### src/rtl/reverb_config_sequencer.sv
// reverb_config_sequencer: shadow/active tau+gain bank for reverberator_core, tick-aligned commit.
// Latency: commit -> write rise = wait for next sample_tick + 2 cycles; write held WRITE_HOLD cycles.
// Backpressure: cfg_ready only in IDLE; commits outside IDLE merge into one pending commit.
// Optional feature macro: REVERB_CFG_TIMEOUT_EN (WAIT_TICK timeout, err_timeout flag).

`ifndef FIXED_POINT
`define FIXED_POINT 8
`endif
`ifndef MAX_FILTER_FIFO_LENGTH
`define MAX_FILTER_FIFO_LENGTH 2048
`endif

module reverb_config_sequencer #(
  parameter int WIDTH          = 24,
  parameter int MAXDELAY       = `MAX_FILTER_FIFO_LENGTH,
  parameter int WRITE_HOLD     = 4,
`ifdef REVERB_CFG_TIMEOUT_EN
  parameter int TIMEOUT_CYCLES = 4096,
`endif
  localparam int WORD          = WIDTH + `FIXED_POINT
) (
  input  logic                   clk,
  input  logic                   rstn,
  input  logic                   cfg_valid,
  output logic                   cfg_ready,
  input  logic [3:0]             cfg_addr,
  input  logic signed [WORD-1:0] cfg_data,
  input  logic                   commit,
  input  logic                   sample_tick,
  input  logic                   err_clear,
  output logic signed [WORD-1:0] tau_out  [6],
  output logic signed [WORD-1:0] gain_out [7],
  output logic                   write,
  output logic                   busy,
  output logic                   err_clamp,
  output logic                   err_addr,
  output logic                   err_timeout
);

  localparam logic signed [WORD-1:0] TAU_MIN   = WORD'(1);
  localparam logic signed [WORD-1:0] TAU_MAX   = WORD'(MAXDELAY);
  localparam logic signed [WORD-1:0] GAIN_ZERO = '0;
  localparam logic signed [WORD-1:0] GAIN_ONE  = WORD'(1 << `FIXED_POINT);
  localparam int                     HOLD_W    = (WRITE_HOLD > 1) ? $clog2(WRITE_HOLD) : 1;
  localparam logic [HOLD_W-1:0]      HOLD_LOAD = HOLD_W'(WRITE_HOLD - 1);

  typedef enum logic [1:0] {IDLE, WAIT_TICK, APPLY, PULSE} state_t;

  state_t                   state_q;
  logic                     pending_q;
  logic                     write_q;
  logic [HOLD_W-1:0]        hold_cnt_q;
  logic signed [WORD-1:0]   tau_sh_q   [6];
  logic signed [WORD-1:0]   gain_sh_q  [7];
  logic signed [WORD-1:0]   tau_act_q  [6];
  logic signed [WORD-1:0]   gain_act_q [7];
  logic                     err_clamp_q;
  logic                     err_addr_q;

  logic signed [WORD-1:0]   tau_d;
  logic signed [WORD-1:0]   gain_d;
  logic                     tau_clipped;
  logic                     gain_clipped;
  logic                     wr_fire;
  logic                     addr_is_tau;
  logic                     addr_is_gain;
  logic                     clamp_evt;
  logic                     addr_evt;
  logic                     apply_go;

  assign cfg_ready = (state_q == IDLE);
  assign busy      = (state_q != IDLE);
  assign write     = write_q;
  assign tau_out   = tau_act_q;
  assign gain_out  = gain_act_q;
  assign err_clamp = err_clamp_q;
  assign err_addr  = err_addr_q;

  assign wr_fire      = cfg_valid && cfg_ready;
  assign addr_is_tau  = (cfg_addr <= 4'd5);
  assign addr_is_gain = (cfg_addr >= 4'd6) && (cfg_addr <= 4'd12);
  assign clamp_evt    = wr_fire && ((addr_is_tau && tau_clipped) || (addr_is_gain && gain_clipped));
  assign addr_evt     = wr_fire && !addr_is_tau && !addr_is_gain;

  // Saturate incoming data into the legal tau and gain ranges (signed compare).
  always_comb begin
    tau_d        = cfg_data;
    gain_d       = cfg_data;
    tau_clipped  = 1'b0;
    gain_clipped = 1'b0;
    if (cfg_data < TAU_MIN) begin
      tau_d       = TAU_MIN;
      tau_clipped = 1'b1;
    end else if (cfg_data > TAU_MAX) begin
      tau_d       = TAU_MAX;
      tau_clipped = 1'b1;
    end
    if (cfg_data < GAIN_ZERO) begin
      gain_d       = GAIN_ZERO;
      gain_clipped = 1'b1;
    end else if (cfg_data > GAIN_ONE) begin
      gain_d       = GAIN_ONE;
      gain_clipped = 1'b1;
    end
  end

  // Shadow bank: accepted host writes land here; only writable while cfg_ready is high.
  always_ff @(posedge clk or negedge rstn) begin
    if (!rstn) begin
      for (int i = 0; i < 6; i++) tau_sh_q[i]  <= TAU_MIN;
      for (int i = 0; i < 7; i++) gain_sh_q[i] <= GAIN_ZERO;
    end else if (wr_fire) begin
      for (int i = 0; i < 6; i++)
        if (cfg_addr == 4'(i)) tau_sh_q[i] <= tau_d;
      for (int i = 0; i < 7; i++)
        if (cfg_addr == 4'(i + 6)) gain_sh_q[i] <= gain_d;
    end
  end

  // Sticky error flags; a new event in the same cycle as err_clear keeps the flag set.
  always_ff @(posedge clk or negedge rstn) begin
    if (!rstn) begin
      err_clamp_q <= 1'b0;
      err_addr_q  <= 1'b0;
    end else begin
      err_clamp_q <= (err_clamp_q && !err_clear) || clamp_evt;
      err_addr_q  <= (err_addr_q  && !err_clear) || addr_evt;
    end
  end

`ifdef REVERB_CFG_TIMEOUT_EN
  localparam int            TO_W    = (TIMEOUT_CYCLES > 1) ? $clog2(TIMEOUT_CYCLES) : 1;
  localparam logic [TO_W-1:0] TO_LAST = TO_W'(TIMEOUT_CYCLES - 1);

  logic [TO_W-1:0] to_cnt_q;
  logic            to_expired;
  logic            err_timeout_q;

  assign to_expired  = (state_q == WAIT_TICK) && !sample_tick && (to_cnt_q == TO_LAST);
  assign apply_go    = sample_tick || to_expired;
  assign err_timeout = err_timeout_q;

  // Count tickless cycles in WAIT_TICK; restart whenever WAIT_TICK is left or not occupied.
  always_ff @(posedge clk or negedge rstn) begin
    if (!rstn) begin
      to_cnt_q      <= '0;
      err_timeout_q <= 1'b0;
    end else begin
      to_cnt_q      <= ((state_q == WAIT_TICK) && !apply_go) ? to_cnt_q + TO_W'(1) : '0;
      err_timeout_q <= (err_timeout_q && !err_clear) || to_expired;
    end
  end
`else
  assign apply_go    = sample_tick;
  assign err_timeout = 1'b0;
`endif

  // Commit sequencer: wait for a tick, load the active bank, then hold write for WRITE_HOLD cycles.
  always_ff @(posedge clk or negedge rstn) begin
    if (!rstn) begin
      state_q    <= IDLE;
      pending_q  <= 1'b0;
      write_q    <= 1'b0;
      hold_cnt_q <= '0;
      for (int i = 0; i < 6; i++) tau_act_q[i]  <= TAU_MIN;
      for (int i = 0; i < 7; i++) gain_act_q[i] <= GAIN_ZERO;
    end else begin
      case (state_q)
        IDLE: begin
          // A queued commit re-enters WAIT_TICK after one IDLE cycle so the host gets a write slot.
          if (commit || pending_q) begin
            state_q   <= WAIT_TICK;
            pending_q <= 1'b0;
          end
        end
        WAIT_TICK: begin
          if (commit) pending_q <= 1'b1;
          if (apply_go) begin
            state_q    <= APPLY;
            tau_act_q  <= tau_sh_q;
            gain_act_q <= gain_sh_q;
          end
        end
        APPLY: begin
          // Active data has been stable for a full cycle before write rises.
          if (commit) pending_q <= 1'b1;
          state_q    <= PULSE;
          write_q    <= 1'b1;
          hold_cnt_q <= HOLD_LOAD;
        end
        PULSE: begin
          if (commit) pending_q <= 1'b1;
          if (hold_cnt_q == '0) begin
            state_q <= IDLE;
            write_q <= 1'b0;
          end else begin
            hold_cnt_q <= hold_cnt_q - HOLD_W'(1);
          end
        end
        default: begin
          state_q <= IDLE;
          write_q <= 1'b0;
        end
      endcase
    end
  end

endmodule

### config.mk
export PLATFORM = sky130hd
export DESIGN_NAME = reverb_config_sequencer
export DESIGN_NICKNAME = d
export VERILOG_FILES = /design/src/rtl/reverb_config_sequencer.sv
export SDC_FILE = /design/constraint.sdc
export NUM_CORES = 1
export LEC_CHECK = 0
export BUFFER_PORTS_ARGS = -buffer_cell sky130_fd_sc_hd__buf_2
export CORE_ASPECT_RATIO = 1.1
export CORE_MARGIN = 3
export CORE_UTILIZATION = 30
export DETAILED_ROUTE_END_ITERATION = 8
export SLEW_MARGIN = 20
export SYNTH_ARGS = -nofsm -noshare
export SYNTH_HDL_FRONTEND = slang
export SYNTH_SLANG_ARGS = --single-unit
### constraint.sdc
create_clock -name clk -period 1.9 [get_ports clk]
set_input_delay 0.285 -clock clk [delete_from_list [all_inputs] [get_ports clk]]
set_output_delay 0.285 -clock clk [all_outputs]
set_load 0.005 [all_outputs]
==> qor.yml <==
worst_hold_path:
  min_path_type: "primary input to flip-flop"
  holdPathEnd: "tau_sh_q[168]"
  min_path_cells: 3
  hp-start: "cfg_data[8]"
logic_synthesis:
  synth_warnings: 0
  yosysMostFrequentCell: "dfrtp_1"
  synth_top_area_share_pct: 68.4
  synth-edff-count: 0
  ys.flop_type: "dfrtp_1"
  syn_inst: 1950
  async_flop_share_pct: 100
  yosysSeqAreaShare_pct: 69.5
  synth_area_per_cell_sq_um: 15.3
  synth_area_leader_cell: "dfrtp_1"
  ys_types: 54
  ys_top_cells_by_area: "dfrtp_1 (68%), mux2_2 (16%), and2_1 (5.8%), a32o_1 (1.8%), clkbuf_1 (1.2%)"
  synth_area_sq_mm: 0.0298
  synthTopCellsByCount: "dfrtp_1 (814), mux2_2 (418), and2_1 (275)"
  ys_ff_latch: 826
floorplan:
  core_sq_mm: 0.0979
  die_x_microns: 306
  die_y_microns: 336
  io_pins: 464
  rows: 120
  die_area_sq_mm: 0.103
  start_util_pct: 30.4
cells_and_area:
  final_cells: 3908
  final_area_sq_mm: 0.0387
  fin_nets: 2601
  utilization_pct: 39.5
  area_growth_pct: 30.0
  drive_above_1_share_pct: 48.4
  fillerInstances: 9163
pwr:
  p_sw_share_pct: 24.1
  peakVddDrop_mv: 0.622
  power_mw: 41.5
  seq_power_share_pct: 44.2
  power.switching_mw: 10.0
  power-per-cell-area_mw_per_mm2: 1070
  intPower_mw: 31.5
  p_clk_share_pct: 43.9
  p_leak_nw: 20.6
  combinationalPowerShare_pct: 11.9
placement:
  io_buffers: 455
  place_ws_ns: -0.146
  place_area_sq_mm: 0.0350
  place_hpwl_mm: 55.3
  placedCellCount: 3713
  place.gp.congestion: 0.773
clocking:
  clk_pin_slew_ns: 0.06
  cts_sinks: 826
  cts_buffer_depth: 3
  htree_levels: 3
  cts_root_buffer: "clkbuf_16"
  tritoncts: "done"
  clock_latency_ns: 0.67
  numCtsBuffers: 89
routing:
  vias: 17900
  viasPerCell: 4.57
  first_pass_iters: 7
  drt_iter0_drc: 946
  drc_errors: 0
  drt.antenna.violating_nets: 0
  wl_per_cell_microns: 20.5
  wirelength_mm: 80.0
worst_setup_path:
  cp_data_arrival_time_ns: 1.62
  ff2ff_path_depth: 7
  cp-start-kind: "flip-flop"
  crit_start: "state_q[0]"
  r2r_slack_ns: -0.004
  path_class: "flip-flop to output pin"
  rr_startpoint: "state_q[0]"
  path_max_fanout: 6
  timing.rr.end: "gain_sh_q[111]"
  cp-end-kind: "output pin"
  required_ns: 1.62
sta:
  fin_skew_ns: 0.0319
  rsz0062_at_grt: "true"
  setup_viol: 1
  fin_crit_sh_pct: 100
  hold_ws_ns: 0.0699
  max_slew_margin_pct: 56.8
  hold_viol: 0
  tns_ns: -0.00424
  worst_pin_slew_ns: 0.648
  finalWorstSetupSlack_ns: -0.00424
  min_period_ns: 1.90
  fmax_mhz: 525
  final_max_slew_viol_count: 0
global_routing:
  antenna_found_initial: 6
  grt_max_degree: 80
  grt.overflow.total: 0
  grt_pass1_wl_mm: 120
  grtUsageTotal_pct: 15.1
  grt_pass1_vias: 19000
job:
  maxCapViolCount: 0
status:
  status: "finished, violations left"
  violations: "setup timing"
-- worst max-delay path by stage --
stage,end,slack [ns]
6_report,busy,-0.004
5_1_grt,busy,-0.06
4_1_cts,busy,-0.05
3_5_place_dp,err_clamp,-0.15
3_3_place_gp,err_clamp,-0.14
2_1_floorplan,tau_out[100],0.0009
-- layer usage --
metal | vias up | GRT usage (%) | share of wire [%]
met5 | - | 0 | 0.039
met4 | 4 | 4.53 | 2.1
met3 | 113 | 4.84 | 8.0
met2 | 531 | 24.0 | 47
met1 | 9320 | 19.7 | 43
li1 | 7898 | - | -
-- registers in the layout (all words and copies together), names as in the netlist --
register / count
hold_cnt_q: 2
err_addr: 1
tau_out: 192
gain_sh_q: 217
state_q: 2
err_clamp: 1
write: 1
pending_q: 1
tau_sh_q: 192
gain_out: 217
-- repair_timing --
action                                  CTS  global route
setup buffers                             3            13
pin swaps                                 2            13
hold endpoints to repair                 20             0
gates cloned                              0            11
endpoints found under the setup margin  179           178
hold buffers                              4             0
gates resized for setup                  11            33
-- power by group through the flow --
stage	sequential [mW]	combinational (mW)	clock, mW
2_1_floorplan	18.6	2.19	0
3_3_place_gp	18.7	4.21	0
3_5_place_dp	18.7	4.32	0
4_1_cts	18.4	4.47	18.8
5_1_grt	18.4	5.31	19.6
6_report	18.4	4.92	18.3
-- layout make-up --
type                            instances  area, sq um  share of cell area, %
Clock buffer                          122         2560                   6.62
Inverter                               11         43.8                  0.113
Timing Repair Buffer                  630         4510                   11.7
Sequential cell                       826        20700                   53.4
Antenna cell                            1         2.50                0.00647
Clock inverter                         41          576                   1.49
Multi-Input combinational cell        996         8720                   22.5
Tap cell                             1281         1600                   4.14
-- critical path, cell delays in order (launching register included) --
cell and delay [ns]:
dfrtp_1 0.39, inv_2 0.08, ha_4 0.19, buf_8 0.15, inv_4 0.04, buf_6 0.10
-- cells in the final DEF, fill, tap and decap left out, types with 3 or more instances in the layout --
cell type	count
a32o_1	54
and2_1	259
and2_4	16
buf_12	56
buf_2	452
buf_4	100
buf_6	7
bufinv_16	11
clkbuf_1	13
clkbuf_16	98
clkbuf_8	19
clkinv_2	13
clkinv_4	5
clkinvlp_4	3
conb_1	8
dfrtp_1	814
dfstp_2	12
dlygate4sd3_1	4
ha_1	3
inv_1	8
inv_6	4
mux2_2	418
nand2_1	77
nand2_2	4
nand4_4	8
nor2_1	4
nor2b_1	3
nor3_4	7
nor3b_1	9
nor4_1	3
o21ai_0	13
o21ai_1	57
o31ai_1	5
-- logic make-up (layout without fill, tap and decap cells) --
group	after synthesis	count (layout)	synth area share, %
flops	826	826	69.5
simple gates	419	420	8.97
mux	418	418	15.8
compound gates	145	145	3.58
buf+inv	136	804	1.95
fa+ha+maj	5	5	0.210
other cells	1	9	0.0126
(Power assumes the default switching activity.)
